### src/rtl/alu_defs_pkg.sv
// alu_defs: shared state encodings, shift directions and default widths for the shift unit
package alu_defs;
  localparam int WIDTH_DEF = 4;
  localparam int CNTW_DEF = 3;
  typedef logic [1:0] state_t;
  localparam state_t ST_IDLE = 2'd0;
  localparam state_t ST_SHIFT = 2'd1;
  localparam state_t ST_DONE = 2'd2;
  localparam logic DIR_LEFT = 1'b0;
  localparam logic DIR_RIGHT = 1'b1;
endpackage

### src/rtl/shift_step.sv
// shift_step: single-bit combinational shift with caller-supplied fill bit
module shift_step
  import alu_defs::*;
#(
  parameter int WIDTH = WIDTH_DEF
) (
  input  logic [WIDTH-1:0] DIN,
  input  logic             DIR,
  input  logic             FILL,
  output logic [WIDTH-1:0] OUT,
  output logic             BITOUT
);
  // fill enters at the vacated end; the bit leaving the other end is reported
  always_comb begin
    OUT = (DIR == DIR_RIGHT) ? {FILL, DIN[WIDTH-1:1]} : {DIN[WIDTH-2:0], FILL};
    BITOUT = (DIR == DIR_RIGHT) ? DIN[0] : DIN[WIDTH-1];
  end
endmodule

### src/rtl/shift_sequencer.sv
// shift_sequencer: iterates a 1-bit shift stage AMT times behind valid/ready handshakes
module shift_sequencer
  import alu_defs::*;
#(
  parameter int WIDTH = WIDTH_DEF,
  parameter int CNTW = CNTW_DEF
) (
  input  logic             CLK,
  input  logic             RESETN,
  input  logic             IN_VALID,
  output logic             IN_READY,
  input  logic [WIDTH-1:0] A,
  input  logic [CNTW-1:0]  AMT,
  input  logic             DIR,
  input  logic             ARITH,
  output logic             OUT_VALID,
  input  logic             OUT_READY,
  output logic [WIDTH-1:0] OUT,
  output logic             C
);
  state_t state_q, state_d;
  logic [CNTW-1:0] cnt_q, cnt_d;
  logic [WIDTH-1:0] opnd_q, opnd_d;
  logic dir_q, dir_d, arith_q, arith_d, c_q, c_d;
  logic [WIDTH-1:0] step_out;
  logic step_bit, fill;
  // only arithmetic right shifts replicate the sign; everything else fills with zero
  always_comb fill = (dir_q == DIR_RIGHT) && arith_q ? opnd_q[WIDTH-1] : 1'b0;
  shift_step #(.WIDTH(WIDTH)) u_step (
    .DIN(opnd_q),
    .DIR(dir_q),
    .FILL(fill),
    .OUT(step_out),
    .BITOUT(step_bit)
  );
  // next-state: accept in IDLE, one step per SHIFT edge until count hits zero, hold in DONE
  always_comb begin
    state_d = state_q;
    cnt_d = cnt_q;
    opnd_d = opnd_q;
    dir_d = dir_q;
    arith_d = arith_q;
    c_d = c_q;
    case (state_q)
      ST_IDLE: if (IN_VALID) begin
        opnd_d = A;
        cnt_d = AMT;
        dir_d = DIR;
        arith_d = ARITH;
        c_d = 1'b0;
        state_d = ST_SHIFT;
      end
      ST_SHIFT: if (cnt_q == '0) begin
        state_d = ST_DONE;
      end else begin
        opnd_d = step_out;
        c_d = step_bit;
        cnt_d = cnt_q - CNTW'(1);
      end
      ST_DONE: state_d = OUT_READY ? ST_IDLE : ST_DONE;
      default: state_d = ST_IDLE;
    endcase
  end
  // state and datapath registers; reset discards any in-flight command
  always_ff @(posedge CLK or negedge RESETN) begin
    if (!RESETN) begin
      state_q <= ST_IDLE;
      cnt_q <= '0;
      opnd_q <= '0;
      dir_q <= 1'b0;
      arith_q <= 1'b0;
      c_q <= 1'b0;
    end else begin
      state_q <= state_d;
      cnt_q <= cnt_d;
      opnd_q <= opnd_d;
      dir_q <= dir_d;
      arith_q <= arith_d;
      c_q <= c_d;
    end
  end
  // outputs come straight from registers or a state decode
  always_comb begin
    IN_READY = state_q == ST_IDLE;
    OUT_VALID = state_q == ST_DONE;
    OUT = opnd_q;
    C = c_q;
  end
endmodule

### config.mk
export PLATFORM = sky130hd
export DESIGN_NAME = shift_sequencer
export DESIGN_NICKNAME = d
export VERILOG_FILES = /design/src/rtl/alu_defs_pkg.sv /design/src/rtl/shift_step.sv /design/src/rtl/shift_sequencer.sv
export SDC_FILE = /design/constraint.sdc
export NUM_CORES = 1
export LEC_CHECK = 0
export CORE_UTILIZATION = 41
export DETAILED_ROUTE_END_ITERATION = 16
export PLACE_DENSITY_LB_ADDON = 0.1
export SETUP_SLACK_MARGIN = 0.3
export SLEW_MARGIN = 20
export SYNTH_ARGS = -nofsm -noshare
export SYNTH_HDL_FRONTEND = slang
export SYNTH_SLANG_ARGS = --single-unit
### constraint.sdc
create_clock -name CLK -period 1.6 [get_ports CLK]
set_input_delay 0.32 -clock CLK [delete_from_list [all_inputs] [get_ports CLK]]
set_output_delay 0.32 -clock CLK [all_outputs]
set_load 0.005 [all_outputs]
### Word level (Yosys, flattened, before mapping)

Cells that the tools add are included.

| operators by class | value |
|---|---|
| add/sub/neg operators | 1 |
| eq/ne operators | 5 |
| muxes and demuxes | 16 |
| reduce and logical (&&, ||, !) cells | 7 |

Operators by type and width:

| operator | number |
|---|---|
| two-way mux 4 bit | 3 |
| one-hot mux 4 bit (2 select lines) | 1 |
| two-way mux 2 bit | 3 |
| two-way mux 3 bit | 2 |
| inequality test 2 bit, second input constant | 3 |
| one-hot mux 2 bit (3 select lines) | 1 |
| one-hot mux 3 bit (2 select lines) | 1 |
| two-way mux 1 bit | 4 |
| AND reduction 2 bit | 2 |
| logical NOT 3 bit | 1 |
| AND reduction 3 bit | 1 |
| subtractor 3 x 1 -> 3 bit, second input constant | 1 |
| equality test 2 x 1 -> 1 bit, second input constant | 1 |
| equality test 2 bit, second input constant | 1 |
| logical NOT 2 bit | 1 |
| one-hot mux 1 bit (2 select lines) | 1 |
| nonzero test 2 bit | 1 |
| logical AND 1 bit | 1 |

| word-level totals | value |
|---|---|
| register bits after elaboration | 12 |
| bits of input ports | 13 |
| output and inout bits | 7 |

### Depth between registers and ports, before layout

Gate-level depths: netlist (run 1).

| logic depth | value |
|---|---|
| depth in word-level cells | 5 |
| gate-level depth with buffers | 6 |
| mapped depth without buffers | 6 |

### Modules after synthesis

A second synthesis (run 1) with hierarchy kept.

| unflattened totals | value |
|---|---|
| cells, all modules | 58 |
| area total of the unflattened synthesis | 716.9 um2 |

Modules (own cells, without submodules):

| module | times used | cells an instance | area each (um2) |
|---|---|---|---|
| shift_sequencer | 1 | 53 | 660.6 |
| shift_step | 1 | 5 | 56.3 |

### Least setup slack after synthesis (run 1)

OpenSTA, ideal clock, no wires.

| timing path | value |
|---|---|
| path kind | register to register |
| start | register cnt_q[0] |
| end | register c_q, in the netlist C |
| setup time | 0.125 ns |
| data arrival time | 1.519 ns |
| required time | 1.475 ns |
| setup slack | -0.044 ns |
| stages on the path, launching flop included | 7 |
| buffers on the path | 0 |
| clock period less this slack | 1.644 ns |
| cell sequence | dfrtp_1 -> inv_1 -> ha_1 -> ha_1 -> nand2b_1 -> a21oi_4 -> mux2_4 |

| between the ends | value |
|---|---|
| longest elaborated chain between the ends | 3 |

Ends and longest elaborated chain:

| element | RTL line | text |
|---|---|---|
| start, declared | shift_sequencer.sv:22 | `logic [CNTW-1:0] cnt_q, cnt_d;` |
| start signal, assigned | shift_sequencer.sv:75 | `cnt_q <= cnt_d;` |
| logical NOT 3 bit | shift_sequencer.sv:53 | `ST_SHIFT: if (cnt_q == '0) begin` |
| inequality test 2 bit (no line) | -- |  |
| AND reduction 3 bit (no line) | -- |  |
| end signal, assigned | shift_sequencer.sv:72 | `c_q <= 1'b0;` |
| end signal, assigned | shift_sequencer.sv:79 | `c_q <= c_d;` |
| end, declared | shift_sequencer.sv:24 | `logic dir_q, dir_d, arith_q, arith_d, c_q, c_d;` |

Every way passes these cells.
A chain may end at the register's enable or synchronous reset.

### Worst setup path after layout (run 1)

| timing path | value |
|---|---|
| start | register cnt_q[0] |
| end | register opnd_q[3], in the netlist OUT[3] |

| between the ends | value |
|---|---|
| longest elaborated chain between the ends | 3 |

Ends and longest elaborated chain:

| element | RTL line | text |
|---|---|---|
| logical NOT 3 bit | shift_sequencer.sv:53 |  |
| inequality test 2 bit (no line) | -- |  |
| AND reduction 3 bit (no line) | -- |  |
| end signal, assigned | shift_sequencer.sv:76 | `opnd_q <= opnd_d;` |
| end, declared | shift_sequencer.sv:23 | `logic [WIDTH-1:0] opnd_q, opnd_d;` |

Every way passes these cells.

==> results.json, run 1 <==
{
  "cts.htree.levels": 1,
  "hpwlAfterDp_mm": 1.01,
  "dieHeight_um": 44.1,
  "rsz0062_at_grt": "yes",
  "syn_area_sq_um": 726,
  "clkTransAtPathRegs_ns": 0.09,
  "num-nets-final": 114,
  "yosysWarnings": 0,
  "cts_tree": "built",
  "firstDrtPassIters": 4,
  "ir_drop_mv": 1.27,
  "route.detailed.drc": 0,
  "powerDensity_nw_per_um2": 2300,
  "finalSetupTns_ns": 0,
  "syn_area_per_cell_sq_um": 11.5,
  "cpPeakStageDelay_ns": 0.35,
  "die_width_um": 44.1,
  "grt_max_degree": 13,
  "clock_skew_ns": 0.00838,
  "finalSetupViolCount": 0,
  "ys_types": 25,
  "ys_seq_elements": 12,
  "holdBufCountCts": 0,
  "synthTopCellsByArea": "dfrtp_1, mux2_4, mux2i_1",
  "post-route-period-util": 0.978,
  "met3_usage": 0.0367,
  "grt_pass1_wl_mm": 2.84,
  "outcome": "finished clean",
  "clk_latency_ns": 0.28,
  "synth_top_area_cell": "dfrtp_1",
  "multi_input_area_sq_um": 410,
  "grt_usage": 0.210,
  "cp_data_arrival_time_ns": 1.73,
  "place_congestion": 0.720,
  "start_util": 0.460,
  "critical_path_class": "flip-flop to flip-flop",
  "core_sq_um": 1580,
  "drt_iter0_markers": 6,
  "pin_count": 20,
  "grt_pass1_vias": 603,
  "wl_per_cell_um": 14.9,
  "cp_cell_sequence": "inv_2 -> ha_4 -> ha_4 -> nand2b_4 -> a21oi_4 -> buf_12 -> mux2_4",
  "endpoint_kind": "flip-flop",
  "hold_class": "input port to async pin",
  "leakagePower_nw": 0.537,
  "fmax_ghz": 0.639,
  "fp-row-count": 14,
  "yosys.area.top_type_share": 0.414,
  "crit_top_cell": "ha_4",
  "busiest_layer": "met2",
  "max_slew.worst_pin.slew_ns": 0.331,
  "numPortBuffers": 19,
  "ant_nets": 0,
  "max_slew_margin": 0.779,
  "use_met1": 0.260,
  "fillers": 125,
  "die_area_sq_um": 1940,
  "drv_slew": 0,
  "area_delta_synth_final_pct": 52.8,
  "placedCellCount": 98,
  "final_cells": 114,
  "clockBufferDepth": 2,
  "cts_sinks": 12,
  "cts_root_buf": "clkbuf_4",
  "vias": 578,
  "drv_cap": 0,
  "crit_buf_inv": 2,
  "hold_viol_final": 0,
  "path_delay_family": "flip-flops",
  "start_kind": "flip-flop",
  "syn_nets": 78,
  "antenna_cells": 0,
  "antenna_found_initial": 0,
  "post_route_cells_drive_above_1_share": 0.418,
  "critPathSlowestCell": "dfrtp_1",
  "syn-instance-count": 63,
  "hold_slack_ns": 0.327,
  "path_max_fanout": 7,
  "routed_wl_mm": 1.70,
  "min_period_ns": 1.57,
  "cts-buffers-inserted": 3,
  "vias_per_cell": 5.07,
  "cp_data_required_time_ns": 1.77,
  "grt.overflow.total": 0,
  "globalRouteMet2Util": 0.338,
  "ys_seq_area_frac": 0.414,
  "seq_area_sq_um": 302
}
[layout by cell type (no fill, tap or decap), types with 3 or more instances in the layout]
cell type | netlist | layout
a21oi_1 | 4 | 4
buf_4 | 0 | 12
buf_6 | 3 | 3
clkbuf_4 | 0 | 3
clkdlybuf4s50_1 | 0 | 12
dfrtp_1 | 12 | 11
dlygate4sd2_1 | 0 | 5
inv_1 | 6 | 4
mux2_4 | 5 | 5
mux2i_1 | 6 | 6
nor2_1 | 5 | 4
[worst paths after layout]
check	startpoint	to	slack, ns	cells past startpoint
worst min register to register	C$_DFFE_PN0P_	C$_DFFE_PN0P_	0.52	1
worst min-delay path	RESETN	arith_q$_DFFE_PN0P_	0.33	2
worst max register to register	cnt_q[0]$_DFFE_PN0P_	OUT[3]$_DFFE_PN0P_	0.03	7
worst max-delay path	cnt_q[0]$_DFFE_PN0P_	OUT[3]$_DFFE_PN0P_	0.03	7
max in group asynchronous	RESETN	state_q[0]$_DFFE_PN0P_	1.10	2
min in group CLK	C$_DFFE_PN0P_	C$_DFFE_PN0P_	0.52	1
[report_power, final]
part / leakage, nW / total, mW / switching [mW] / internal (mW)
logic: 0.373 / 1.72 / 0.684 / 1.03
registers: 0.143 / 0.582 / 0.116 / 0.466
clock network: 0.0210 / 0.253 / 0.114 / 0.139
total: 0.537 / 2.55 / 0.914 / 1.64
[sequential cells by signal, indices dropped and copies added (netlist names)]
register / cells
OUT: 4
cnt_q: 3
state_q: 2
C: 1
arith_q: 1
dir_q: 1
[metrics by stage]
step / setup slack [ns] / power (mW) / util / instance area (sq um)
2_1_floorplan: 0.0483 / 1.62 / - / 758
3_3_place_gp: -0.0444 / 1.92 / 0.609 / 960
3_5_place_dp: -0.0577 / 1.96 / 0.609 / 960
4_1_cts: 0.0728 / 2.42 / 0.682 / 1070
5_1_grt: -0.0129 / 2.74 / 0.703 / 1110
6_report: 0.0349 / 2.55 / 0.703 / 1110
[repair_timing]
action,in CTS,in global routing
setup buffers,10,2
resized for setup,12,7
pin swaps,2,1
setup endpoints to repair,15,10
[cells in the mapped netlist (all sizes together)]
master	count
o21a	1
clkbuf	1
nor2b	1
a31oi	1
buf	3
or2b	1
and2	1
ha	2
nand2	1
mux2i	6
o2bb2ai	1
inv	6
nor3b	2
dfrtp	12
nor2	5
a21oi	5
mux2	7
nand2b	3
and2b	1
a221oi	1
nand3	1
a22o	1
[cells by family (layout without fill, tap and decap cells)]
| family | Yosys count | count (layout) | share of synthesized area |
|---|---|---|---|
| multiplexers | 13 | 13 | 0.217 |
| AND/OR/NAND/NOR | 16 | 16 | 0.145 |
| AO/OA/AOI/OAI | 10 | 10 | 0.105 |
| buffers and inverters | 10 | 45 | 0.0845 |
| flip-flops | 12 | 12 | 0.414 |
| adder cells (fa/ha/maj) | 2 | 2 | 0.0345 |
[layout make-up]
class                   count  area share
inverters                   6      0.0203
well taps                  16      0.0181
flip-flops and latches     12       0.272
clock buffers               4      0.0327
repair buffers             35       0.287
multi-input cells          41       0.370
[per-layer routing]
metal / vias to the layer above / share of wire
met5: - / 0
met2: 13 / 0.47
met1: 276 / 0.46
met4: 0 / 0.027
li1: 285 / -
met3: 4 / 0.038
No activity file was read; power rests on OpenSTA's default activity.
==> run 2, diff against run 1 <==
==> constraint.sdc (replaced) <==
create_clock -name CLK -period 1.3 [get_ports CLK]
set_input_delay 0.26 -clock CLK [delete_from_list [all_inputs] [get_ports CLK]]
set_output_delay 0.26 -clock CLK [all_outputs]
set_load 0.005 [all_outputs]
==> results.json, run 2 (synthesis gave the netlist of run 1 again) <==
{
  "clock_skew_ns": 0.00632,
  "place_congestion": 0.756,
  "clk_latency_ns": 0.28,
  "drv_cap": 0,
  "holdBufCountCts": 0,
  "drv_slew": 0,
  "hold_class": "input port to async pin",
  "violations": "negative setup slack",
  "core_sq_um": 1580,
  "fillers": 113,
  "worst_slack_ns": -0.230,
  "wl_per_cell_um": 13.8,
  "multi_input_area_sq_um": 420,
  "vias_per_cell": 5.03,
  "pin_count": 20,
  "post-route-period-util": 1.18,
  "cts-buffers-inserted": 3,
  "r2r_start": "state_q[0]$_DFFE_PN0P_",
  "ant_nets": 0,
  "vias": 604,
  "critPathSlowestCell": "dfrtp_2",
  "cts_root_buf": "clkbuf_4",
  "antenna_cells": 0,
  "drt_iter0_markers": 5,
  "num-nets-final": 121,
  "numPortBuffers": 19,
  "hpwlAfterDp_mm": 1.11,
  "ir_drop_mv": 1.61,
  "powerDensity_nw_per_um2": 2820,
  "cp_cell_sequence": "buf_6 -> buf_4 -> nand2b_4 -> a21oi_4 -> buf_12 -> mux2_4",
  "timing.reg2reg.setup_slack_ns": -0.23,
  "min_period_ns": 1.53,
  "final_cell_mix": "buf_4, clkdlybuf4s50_1, dfrtp_1",
  "grt_max_degree": 13,
  "die_width_um": 44.1,
  "routed_wl_mm": 1.65,
  "cpPeakStageDelay_ns": 0.41,
  "reg2reg_to": "OUT[0]$_DFFE_PN0P_",
  "antenna_found_initial": 0,
  "finalSetupViolCount": 12,
  "die_area_sq_um": 1940,
  "finalSetupTns_ns": -1.73,
  "firstDrtPassIters": 2,
  "final_common_cell": "buf_4",
  "reg2reg_depth": 6,
  "fp-row-count": 14,
  "fmax_ghz": 0.654,
  "hold_viol_final": 0,
  "grt.overflow.total": 0,
  "post_route_cells_drive_above_1_share": 0.510,
  "grt_pass1_wl_mm": 2.79,
  "crit_path_start": "state_q[0]$_DFFE_PN0P_",
  "final_util": 0.729,
  "clkTransAtPathRegs_ns": 0.08,
  "clockBufferDepth": 2,
  "start_util": 0.460,
  "cts_tree": "built",
  "endpoint_kind": "flip-flop",
  "rsz0062_at_grt": "yes",
  "path_max_fanout": 7,
  "outcome": "complete, but fails checks",
  "path_delay_family": "flip-flops",
  "cp_data_required_time_ns": 1.46,
  "crit_buf_inv": 3,
  "critical_path_class": "flip-flop to flip-flop",
  "leakagePower_nw": 0.570,
  "cp_data_arrival_time_ns": 1.69,
  "seq_area_sq_um": 302,
  "grt_usage": 0.204,
  "max_slew.worst_pin.slew_ns": 0.369,
  "grt_pass1_vias": 626,
  "cts_sinks": 12,
  "area_delta_synth_final_pct": 58.4,
  "start_kind": "flip-flop",
  "largest_reg_flops": 4,
  "cts.htree.levels": 1,
  "route.detailed.drc": 0,
  "dieHeight_um": 44.1,
  "max_slew_margin": 0.754,
  "hold_slack_ns": 0.275
}
==> run 2: cell types whose count changed in the layout (fill, tap and decap cells not counted) <==
cell,previous run,this run
clkbuf_8,1,0
and2_4,0,1
mux2_2,2,0
mux2_4,5,7
dlygate4sd2_1,5,0
clkbuf_2,1,0
and2_1,1,0
buf_2,1,7
buf_4,12,16
buf_6,3,6
==> run 2: worst max path at each step <==
stage,end,slack (ns),depth (start not counted)
6_report,OUT[0]$_DFFE_PN0P_,-0.23,6
5_1_grt,OUT[3]$_DFFE_PN0P_,-0.29,7
4_1_cts,OUT[0]$_DFFE_PN0P_,-0.22,7
3_5_place_dp,OUT[0]$_DFFE_PN0P_,-0.26,5
3_3_place_gp,OUT[1]$_DFFE_PN0P_,-0.25,5
2_1_floorplan,C$_DFFE_PN0P_,-0.25,6
==> run 2: where the power goes <==
group | internal, mW | switching (mW) | total [mW]
registers | 0.574 | 0.134 | 0.708
logic | 1.44 | 0.865 | 2.31
clock network | 0.107 | 0.124 | 0.231
==> run 2: layout make-up <==
cell class / instances / area share
well taps: 16 / 0.0174
clock buffers: 3 / 0.0196
inverters: 6 / 0.0196
multi-input cells: 41 / 0.366
flip-flops and latches: 12 / 0.262
repair buffers: 42 / 0.316
==> run 2: metal layers <==
layer | GRT usage | up-vias | routed length [um] | part of all wire
met3 | 0.0653 | 4 | 92 | 0.056
met5 | 0 | - | 0 | 0
li1 | - | 297 | - | -
met2 | 0.362 | 15 | 818 | 0.50
met4 | 0.0727 | 0 | 25 | 0.015
met1 | 0.230 | 288 | 713 | 0.43
==> run 2: stage by stage <==
| stage | total power, mW | cells | setup slack, ns | cell area (sq um) |
|---|---|---|---|---|
| 6_report | 3.25 | 120 | -0.230 | 1150 |
| 5_1_grt | 3.48 | 120 | -0.288 | 1150 |
| 4_1_cts | 3.18 | 119 | -0.221 | 1130 |
| 3_5_place_dp | 2.73 | 105 | -0.261 | 1040 |
| 3_3_place_gp | 2.69 | 105 | -0.249 | 1040 |
| 2_1_floorplan | 2.05 | 63 | -0.252 | 776 |
==> run 2: timing repair <==
action	4_1_cts	5_1_grt
setup endpoints to repair	19	19
setup buffers	11	1
endpoints found under the hold margin	0	0
resized for setup	34	2
pin swaps	4	0
